===== config.mk =====
export PLATFORM = sky130hd
export DESIGN_NAME = ad9361_rx_deframer
export DESIGN_NICKNAME = d
export VERILOG_FILES = /design/src/rtl/ad9361_rx_deframer.sv
export SDC_FILE = /design/constraint.sdc
export NUM_CORES = 1
export LEC_CHECK = 0
export ABC_AREA = 1
export CAP_MARGIN = 0
export CORE_MARGIN = 5
export CORE_UTILIZATION = 45
export CTS_CLUSTER_DIAMETER = 30
export CTS_CLUSTER_SIZE = 24
export DETAILED_ROUTE_END_ITERATION = 8
export PLACE_DENSITY = 0.87
export SLEW_MARGIN = 20
export SYNTH_ARGS = -nofsm -noshare
export SYNTH_HDL_FRONTEND = slang
export SYNTH_SLANG_ARGS = --single-unit

===== constraint.sdc =====
create_clock -name sys_clk -period 3.25 [get_ports sys_clk]
set_clock_uncertainty 0.15 [all_clocks]
set_input_delay 0.65 -clock sys_clk [delete_from_list [all_inputs] [get_ports sys_clk]]
set_output_delay 0.65 -clock sys_clk [all_outputs]
set_load 0.005 [all_outputs]

===== src/rtl/ad9361_rx_deframer.sv =====
// AD9361 RX deframer: aligns to RX_FRAME from the IDDR outputs and emits registered I/Q sample sets.
// Optional macro AD9361_RX_SIGN_EXT_EN: sign-extend samples to OUT_W (zero-extend when undefined).
module ad9361_rx_deframer #(
  parameter int DATA_W   = 12,
  parameter int OUT_W    = 16,
  parameter int NUM_CH   = 1,
  parameter int LOCK_CNT = 4
) (
  input  logic              sys_clk,
  input  logic              sys_rst,
  input  logic [DATA_W-1:0] bus_he,
  input  logic [DATA_W-1:0] bus_le,
  input  logic              frm_he,
  input  logic              frm_le,
  input  logic              err_clr,
  output logic              rx_valid,
  output logic [OUT_W-1:0]  rx_i0,
  output logic [OUT_W-1:0]  rx_q0,
  output logic [OUT_W-1:0]  rx_i1,
  output logic [OUT_W-1:0]  rx_q1,
  output logic              locked,
  output logic [15:0]       frm_err_cnt
);

  typedef enum logic {SEARCH = 1'b0, LOCK = 1'b1} state_t;

  state_t            state_r;
  logic [7:0]        good_cnt_r;
  logic              phase_r;
  logic [DATA_W-1:0] hold_i_r;
  logic [DATA_W-1:0] hold_q_r;

  logic slot0_s;
  logic slot1_s;
  logic one_s;
  logic pat_ok_s;
  logic first_slot_s;
  logic err_evt_s;

  function automatic logic [OUT_W-1:0] extend(input logic [DATA_W-1:0] v);
`ifdef AD9361_RX_SIGN_EXT_EN
    extend = OUT_W'($signed(v));
`else
    extend = OUT_W'(v);
`endif
  endfunction

  assign slot0_s      = frm_he & frm_le;
  assign slot1_s      = ~frm_he & ~frm_le;
  assign one_s        = frm_he & ~frm_le;
  assign first_slot_s = (NUM_CH == 2) && !phase_r;
  assign err_evt_s    = (state_r == LOCK) && !pat_ok_s;

  // Expected RX_FRAME pattern for the current slot position.
  always_comb begin
    pat_ok_s = 1'b0;
    if (NUM_CH == 2) begin
      if (phase_r) begin
        pat_ok_s = slot1_s;
      end else begin
        pat_ok_s = slot0_s;
      end
    end else begin
      pat_ok_s = one_s;
    end
  end

  // Saturating frame error counter; a coincident error wins over the clear.
  always_ff @(posedge sys_clk) begin
    if (sys_rst) begin
      frm_err_cnt <= 16'h0000;
    end else if (err_clr) begin
      frm_err_cnt <= err_evt_s ? 16'h0001 : 16'h0000;
    end else if (err_evt_s && (frm_err_cnt != 16'hFFFF)) begin
      frm_err_cnt <= frm_err_cnt + 16'h0001;
    end
  end

  // Alignment FSM with registered sample outputs.
  always_ff @(posedge sys_clk) begin
    if (sys_rst) begin
      state_r    <= SEARCH;
      good_cnt_r <= 8'd0;
      phase_r    <= 1'b0;
      hold_i_r   <= '0;
      hold_q_r   <= '0;
      rx_valid   <= 1'b0;
      locked     <= 1'b0;
      rx_i0      <= '0;
      rx_q0      <= '0;
      rx_i1      <= '0;
      rx_q1      <= '0;
    end else begin
      rx_valid <= 1'b0;
      case (state_r)
        SEARCH: begin
          if (pat_ok_s && first_slot_s) begin
            hold_i_r <= bus_he;
            hold_q_r <= bus_le;
            phase_r  <= 1'b1;
          end else if (pat_ok_s) begin
            phase_r <= 1'b0;
            if (good_cnt_r == 8'(LOCK_CNT - 1)) begin
              state_r    <= LOCK;
              locked     <= 1'b1;
              good_cnt_r <= 8'd0;
            end else begin
              good_cnt_r <= good_cnt_r + 8'd1;
            end
          end else begin
            // A stray slot0 in slot1 position still opens a fresh frame.
            good_cnt_r <= 8'd0;
            if ((NUM_CH == 2) && slot0_s) begin
              hold_i_r <= bus_he;
              hold_q_r <= bus_le;
              phase_r  <= 1'b1;
            end else begin
              phase_r <= 1'b0;
            end
          end
        end
        LOCK: begin
          if (pat_ok_s && first_slot_s) begin
            hold_i_r <= bus_he;
            hold_q_r <= bus_le;
            phase_r  <= 1'b1;
          end else if (pat_ok_s) begin
            phase_r  <= 1'b0;
            rx_valid <= 1'b1;
            if (NUM_CH == 2) begin
              rx_i0 <= extend(hold_i_r);
              rx_q0 <= extend(hold_q_r);
              rx_i1 <= extend(bus_he);
              rx_q1 <= extend(bus_le);
            end else begin
              rx_i0 <= extend(bus_he);
              rx_q0 <= extend(bus_le);
            end
          end else begin
            state_r    <= SEARCH;
            locked     <= 1'b0;
            good_cnt_r <= 8'd0;
            phase_r    <= 1'b0;
          end
        end
        default: begin
          state_r    <= SEARCH;
          locked     <= 1'b0;
          good_cnt_r <= 8'd0;
          phase_r    <= 1'b0;
        end
      endcase
    end
  end

endmodule


## Word-level counts from Yosys, hierarchy flattened

Index checks and enable logic that the tools add are counted.

| storage, ports and cells | value |
|---|---|
| bits in registers | 51 |
| output and inout port bits | 82 |

| operators by class | value |
|---|---|
| add/sub/neg operators | 2 |
| equality and inequality tests | 5 |
| multiplexer cells | 15 |
| bitwise logic cells | 3 |
| reductions and logical operators | 7 |

Operators with widths:

| kind | number |
|---|---|
| 16-bit 2-to-1 mux | 2 |
| 8-bit 2-to-1 mux | 3 |
| 16-bit by 1-bit adder with 16-bit output, second input constant | 1 |
| 16-bit != test, second input constant | 1 |
| 8-bit one-hot mux with 2 select lines | 1 |
| 8-bit by 1-bit adder with 8-bit output, second input constant | 1 |
| 8-bit by 2-bit equality test with 1-bit output, second input constant | 1 |
| 1-bit 2-to-1 mux | 7 |
| 2-bit != test, second input constant | 3 |
| 1-bit one-hot mux with 2 select lines | 2 |
| 3-bit AND reduction | 1 |
| 1-bit logical AND | 2 |
| 1-bit NOT | 2 |
| 2-bit AND reduction | 1 |
| 2-bit nonzero test | 1 |
| 2-bit OR reduction | 1 |
| 1-bit AND | 1 |
| 1-bit logical NOT | 1 |

## Depth between registers and ports, before layout

Gate-level depths: netlist of the first run.

| depth | value |
|---|---|
| depth in word-level cells | 7 |
| gate-level depth with buffers | 11 |
| mapped depth without buffers | 10 |

## Worst setup path before layout of the first run

No wires, ideal clock.

| timing | value |
|---|---|
| path kind | input -> register |
| start point | input frm_he |
| end point | register frm_err_cnt[6] |
| setup time | 0.114 ns |
| data arrival time | 1.454 ns |
| path slack | 1.532 ns |
| stages on the path | 9 |
| buffers on the path | 1 |
| cell sequence | inv_1 > nor2_4 > nor2_8 > inv_2 > nor2_4 > buf_6 > nand2_2 > nor2_1 > nor2_2 |

| on the way | value |
|---|---|
| word-level cells in the longest chain between the ends | 5 |

Ends and longest elaborated chain:

| element | line | text |
|---|---|---|
| start: declaration | 13 | `input logic frm_he,` |
| 1-bit AND | 50 | `assign one_s = frm_he & ~frm_le;` |
| 1-bit logical NOT | 52 | `assign err_evt_s = (state_r == LOCK) && !pat_ok_s;` |
| 1-bit logical AND | 52 |  |
| 1-bit logical AND | 74 | `end else if (err_evt_s && (frm_err_cnt != 16'hFFFF)) begin` |
| 2-bit nonzero test (no source line) | n/a |  |
| end signal: assignment | 73 | `frm_err_cnt <= err_evt_s ? 16'h0001 : 16'h0000;` |
| end signal: assignment | 75 | `frm_err_cnt <= frm_err_cnt + 16'h0001;` |
| end: declaration | 22 | `output logic [15:0] frm_err_cnt` |

Every way passes these cells.
A chain may end at the register's enable or synchronous reset.

## Worst setup path in the final report of the first run

| timing | value |
|---|---|
| start point | input frm_le |
| end point | register good_cnt_r[0] |

| on the way | value |
|---|---|
| word-level cells in the longest chain between the ends | 4 |

Ends and longest elaborated chain:

| element | line | text |
|---|---|---|
| start: declaration | 14 | `input logic frm_le,` |
| 1-bit NOT * | 50 |  |
| 1-bit AND * | 50 |  |
| 8-bit 2-to-1 mux | 101 | `end else if (pat_ok_s) begin` |
| 8-bit one-hot mux with 2 select lines | 95 | `case (state_r)` |
| end signal: assignment | 108 | `good_cnt_r <= good_cnt_r + 8'd1;` |
| end: declaration | 28 | `logic [7:0] good_cnt_r;` |

Every way passes the cells marked *; elsewhere a longest branch is shown, timed or not.

==> results.md, run 1 <==
* Max cap viols at 0
* Syn Area/Cell at approximately 7.0 µm²
* Synth top area share at around two fifths
* CP arrival at about 2300 ps
* Final WS setup at ~990 ps
* Yosys warnings at 0
* CTS Buf Count at 5
* Die ar. at 7430 µm²
* Tot Pwr at 1.08 mW
* Setup WS pre-CTS at around 630 ps
* Cts repair resizes at 0
* Core Util, Final at between 50% and 60%
* FF-to-FF setup slack at 1450 ps
* RSZ-0062 raised after global routing: false
* Setup CP Type: in -> reg
* Reg clk slew, reported paths at about 100 ps
* Slowest-stage cell, CP: clkdlybuf4s50_1
* # clock sinks at 51
* Most frequent cells in the layout: 109 x nand2_1, 70 x clkdlybuf4s50_1, 51 x dfxtp_1
* FP Rows at 27
* FFs w/ async S/R, synth at 0%
* Ports at around 110
* DR vias/cell at about 4.6
* Number of synthesized flops with an enable pin at 0
* Die width at roughly 86 µm
* DR top layer: met4
* Status: complete, no violations
* Leading area contributor after synthesis: dfxtp_1
* Cell breakdown of the critical path: clkdlybuf4s50_1, nor2_4, nand2_2, clkinv_1, o21ai_0, a21oi_1
* Total GRT Usage at about 16%
* Clock root cell: clkbuf_8
* Insertion delay to the later sink of the worst-skew pair at roughly 310 ps
* Worst-Margin Slew at about 660 ps
* Setup TNS at 0 ps
* Met2 routed wirelength at between 3000 and 4000 µm
* Slowest stage delay, CP at 520 ps
* Core ar. at roughly 5600 µm²
* Final worst path period need at 2260 ps
* Synthesized cell area at 2610 µm²
* Pre-antenna DRT Iters at 4
* Class of the worst hold path: reg -> reg
* Synth Area in XOR/XNOR at 1.01%
* Simple-Gate Fraction of Synth Area at 31.5%
* Worst VDD drop at roughly 220 µV
* Hold bufs inserted after CTS at 0
* Placed cell areas at between 3000 and 4000 µm²
* Synth cell types at 30
* Setup crit start kind: input pin
* Via count at roughly 2400
* Buffers on Ports at 70
* Synth area leaders: dfxtp_1 39%, nand2_1 16%, buf_4 12%, a21oi_1 6.3%, nor2_1 4.9%
* Post-detail-place hpwl at approximately 4600 µm
* CTS Buffer Depth at 2
* Vias in the first global route at ~2300
* CTS H-tree depth at 2
* First-pass GRT wire length at ~9900 µm
* Routability congestion estimate from global placement at around 0.86
* DRT met1 WL at 2240 µm
* Critical path peak fanout at 26
* Final cell area excluding filler cells at approximately 3300 µm²
* Largest net degree at the start of global routing at 27
* Crit. End Element: flop
* Initial DRC count at 73
* Max-slew violations at 0
* Metal3 WL at 591 µm
* Power density over cell area at around 320 nW/µm²
* Starting Density at ~47%
* Drt wl/cell at 11.5 µm
* Layout cells sized above 1 at slightly below 7%
* Syn-to-layout area delta at 26.9%
* Required @ worst endpoint at ~3300 ps
* Final worst path period share at a little over two thirds
* Initial antenna violation count at 0
* Post-synthesis sequential area ratio at 39.1%
* Compound-Gate Fraction of Synth Area at just under 9%
* Layout Nets at between 400 and 500
* Setup bufs post-CTS at 0
* Mux contribution to synthesized area at 0%
* Antenna viol nets, final at 0
* Max Fclk at between 400 and 500 MHz
* FF+latch count, synth at 51
* Commonest non-fill, non-tap cell in the layout: nand2_1
* Cell count after synthesis at roughly 370
* Lkg Pwr at 1.28 nW
* Die Y at 86.2 µm
* DRC errors left at 0
* Top FF cell, synth: dfxtp_1
* Slew HR at between 50% and 60%
* Grt ovf at 0
* # setup viols final at 0
* Final Hold Vio Count at 0
* Largest family of logic cells by synthesized area: simple AND/OR/NAND/NOR gates
* Final WL at roughly 5900 µm
* TritonCTS clock tree: yes
* Adder-Cell Fraction of Synth Area at less than 1%
* ANT cells at 0
[through the flow]
stage | hold WS [ps] | cells
after floorplan | 297 | 412
after global placement | 301 | 508
after detailed placement | 306 | 508
after CTS | 322 | 516
after global routing | 344 | 516
final | 318 | 516
[layout make-up]
class | count | area (µm²)
flip-flops and latches | 51 | 1020
multi-input cells | 276 | 1250
inverters | 36 | 135
clock buffers | 5 | 68.8
fillers | 507 | 2260
clock inverters | 3 | 23.8
repair buffers | 73 | 723
well taps | 72 | 90.1
[synth_stat cells, types with 2 or more instances]
cell type / n
nand3b_1: 2
nand2_2: 5
o21ai_0: 6
a21oi_1: 33
ha_1: 2
nor2_1: 34
dfxtp_1: 51
inv_1: 32
nand3_2: 2
nand4_1: 3
nor2_4: 3
inv_2: 3
xor2_1: 2
buf_4: 42
nor2_2: 5
nand2_1: 109
nor3_1: 4
nand3_1: 19
clkbuf_1: 5
[power breakdown]
group          switching, mW  leakage [nW]  internal (mW)
Clock                  0.221        0.0408          0.154
Sequential           0.00192         0.411          0.626
Combinational         0.0353         0.830         0.0364
[sequential cells by signal, indices dropped and copies added (netlist names)]
| name | cells |
|---|---|
| locked | 1 |
| rx_i0 | 12 |
| state_r | 1 |
| rx_valid | 1 |
| rx_q0 | 12 |
| good_cnt_r | 8 |
| frm_err_cnt | 16 |
[final timing paths]
check / from / endpoint / cells after the start
max: frm_le / good_cnt_r[0]$_SDFFE_PP0P_ / 6
min: rx_q0[2]$_SDFFE_PP0N_ / rx_q0[2]$_SDFFE_PP0N_ / 2
max reg2reg: frm_err_cnt[0]$_SDFFE_PP0P_ / frm_err_cnt[9]$_SDFFE_PP0P_ / 10
min reg2reg: rx_q0[2]$_SDFFE_PP0N_ / rx_q0[2]$_SDFFE_PP0N_ / 2
[cell families (layout without fill, tap and decap cells)]
group / after synthesis / in the layout
adder cells (fa/ha/maj): 2 / 2
buffers and inverters: 85 / 117
AND/OR/NAND/NOR: 187 / 187
XOR/XNOR: 3 / 3
other: 1 / 40
flip-flops: 51 / 51
AO/OA/AOI/OAI: 44 / 44
[metal layers]
metal  global-route usage [%]  vias up
met2                     29.7       73
met5                        0        -
met3                     6.08        5
li1                         -     1220
met4                     3.40        0
met1                     17.4     1073
[critical path, delay by kind of cell]
| family | cells | cell delay, ps |
|---|---|---|
| buf+inv | 2 | 1040 |
| compound gates | 2 | 450 |
| simple gates | 2 | 150 |
No activity file was read; power rests on OpenSTA's default activity.
==> inputs of run 2 (changes only) <==
Settings changed: CORE_UTILIZATION 45 to 38, PLACE_DENSITY 0.87 to 0.79.
Clock period 3.25 ns to 1.9 ns, I/O delays scaled along.
==> results.md, run 2 (same netlist as run 1, synthesis figures left out) <==
* Hold wc startpoint: rx_i0[5]$_SDFFE_PP0N_
* Commonest non-fill, non-tap cell in the layout: nand2_1
* Min-Delay Endpoint: rx_i0[5]$_SDFFE_PP0N_
* Worst Hold Depth at 2
* Core ar. at between 6000 and 7000 µm²
* Max cap viols at 0
* Layout cells sized above 1 at under 10%
* Status: complete, no violations
* FP Rows at 30
* Int Power at between 1.5 and 2 mW
* Initial antenna violation count at 0
* Grt ovf at 0
* Die ar. at around 8600 µm²
* Starting Density at slightly below 40%
* Filler instances at 676
* Flop pwr share at between 50% and 60%
* # clock sinks at 51
* Largest registers: frm_err_cnt: 16 flops, rx_i0: 12 flops, rx_q0: 12 flops
* Final WS setup at 81.6 ps
* CP arrival at 1290 ps
* Routability congestion estimate from global placement at roughly 0.84
* Reg2reg end: frm_err_cnt[1]$_SDFFE_PP0P_
* FF-to-FF setup slack at 180 ps
* Slowest stage delay, CP at ~540 ps
* Worst VDD drop at roughly 240 µV
* Tot Pwr at 1.98 mW
* Setup CP Type: reg -> out
* RSZ-0062 raised after global routing: false
* Final Hold Vio Count at 0
* # setup viols final at 0
* Via count at between 2000 and 2500
* Clock root cell: clkbuf_8
* Final worst path period share at a little over nine tenths
* Worst Path Buf+Inv at 1
* RR Startpoint: frm_err_cnt[0]$_SDFFE_PP0P_
* Final WL at a little over 6000 µm
* Setup WS pre-CTS at -42.2 ps
* Final worst path period need at roughly 1800 ps
* Die width at roughly 93 µm
* Reg clk slew, reported paths at ~110 ps
* Placed cell areas at roughly 3300 µm²
* Power density over cell area at about 580 nW/µm²
* Drt wl/cell at about 11 µm
* Switching Share at between 20 and 25%
* Most frequent cells in the layout: 109 x nand2_1, 70 x clkdlybuf4s50_1, 49 x dfxtp_1
* Ports at between 100 and 150
* Total GRT Usage at 13.7%
* Lkg Pwr at 1.35 nW
* Psw at between 0.4 and 0.5 mW
* Crit path max-delay family: buffers and inverters
* CTS H-tree depth at 2
* Die Y at 92.9 µm
* CTS Buffer Depth at 2
* Max Fclk at 550 MHz
* Setup crit start kind: flop
* Slowest-stage cell, CP: clkdlybuf4s50_1
* Final cell area excluding filler cells at 3440 µm²
* TritonCTS clock tree: yes
* Required @ worst endpoint at roughly 1400 ps
* Placed Cells at 526
* Post-detail-place hpwl at 4680 µm
* Max reg flops at 16
* Final Non-Filler Cells at around 530
* Vias in the first global route at 2309
* Worst R2R Path Depth at 7
* Core Util, Final at about 51%
* Crit. End Element: output port
* Largest net degree at the start of global routing at 25
* CTS Buf Count at 5
* Max-slew violations at 0
* DRC errors left at 0
* ANT cells at 0
* Antenna viol nets, final at 0
* Pre-antenna DRT Iters at 6
* Hold bufs inserted after CTS at 0
* First-pass GRT wire length at slightly below 10000 µm
* Cell breakdown of the critical path: clkdlybuf4s50_1
* Hold WS at ~320 ps
* Class of the worst hold path: reg -> reg
* Setup TNS at 0 ps
* Setup bufs post-CTS at 0
* Largest register by flop count: frm_err_cnt
* Syn-to-layout area delta at 31.7%
* Comb pwr share at around 6.5%
* Clock power frac at around two fifths
* Critical path peak fanout at 6
* DR vias/cell at ~4.5
* Buffers on Ports at 70
* Initial DRC count at 73
* Insertion delay to the later sink of the worst-skew pair at about 300 ps
* Layout Nets at just under 500
==> run 2: layout make-up <==
cell class	instances	area [µm²]	area share, %
clock buffer	5	68.8	2.00
inverter	36	135	3.93
multi-input combinational	276	1250	36.4
tap	80	100	2.91
timing repair buffer	83	811	23.6
clock inverter	3	47.5	1.38
sequential	51	1030	29.8
==> run 2: worst max-delay path by stage <==
stage	start	endpoint	slack [ps]	cells past startpoint
6_report	frm_err_cnt[10]$_SDFFE_PP0P_	frm_err_cnt[10]	80	1
5_1_grt	frm_err_cnt[0]$_SDFFE_PP0P_	frm_err_cnt[4]$_SDFFE_PP0P_	6	11
4_1_cts	frm_err_cnt[10]$_SDFFE_PP0P_	frm_err_cnt[10]	70	1
3_5_place_dp	frm_he	frm_err_cnt[1]$_SDFFE_PP0P_	-40	8
3_3_place_gp	frm_he	frm_err_cnt[1]$_SDFFE_PP0P_	40	8
2_1_floorplan	frm_err_cnt[0]$_SDFFE_PP0P_	frm_err_cnt[5]$_SDFFE_PP0P_	290	11
==> run 2: repair_timing <==
| action | in CTS | in global routing |
|---|---|---|
| setup endpoints to repair | 0 | 11 |
| gates resized for setup | 0 | 3 |
| hold endpoints to repair | 0 | 0 |
==> run 2: power groups by stage <==
stage	Clock [mW]	Sequential (mW)	Combinational (mW)
after floorplan	0	1.10	0.107
after CTS	0.810	1.07	0.127
after global placement	0	1.10	0.126
after global routing	0.855	1.08	0.142
final	0.780	1.07	0.130
after detailed placement	0	1.10	0.127
==> run 2: routing by layer <==
layer	track usage, %	vias up	share of wire [%]
li1	-	1240	-
met1	15.1	1086	40
met2	24.8	83	50
met3	4.63	7	8.7
met4	3.91	0	0.68
met5	0	-	0
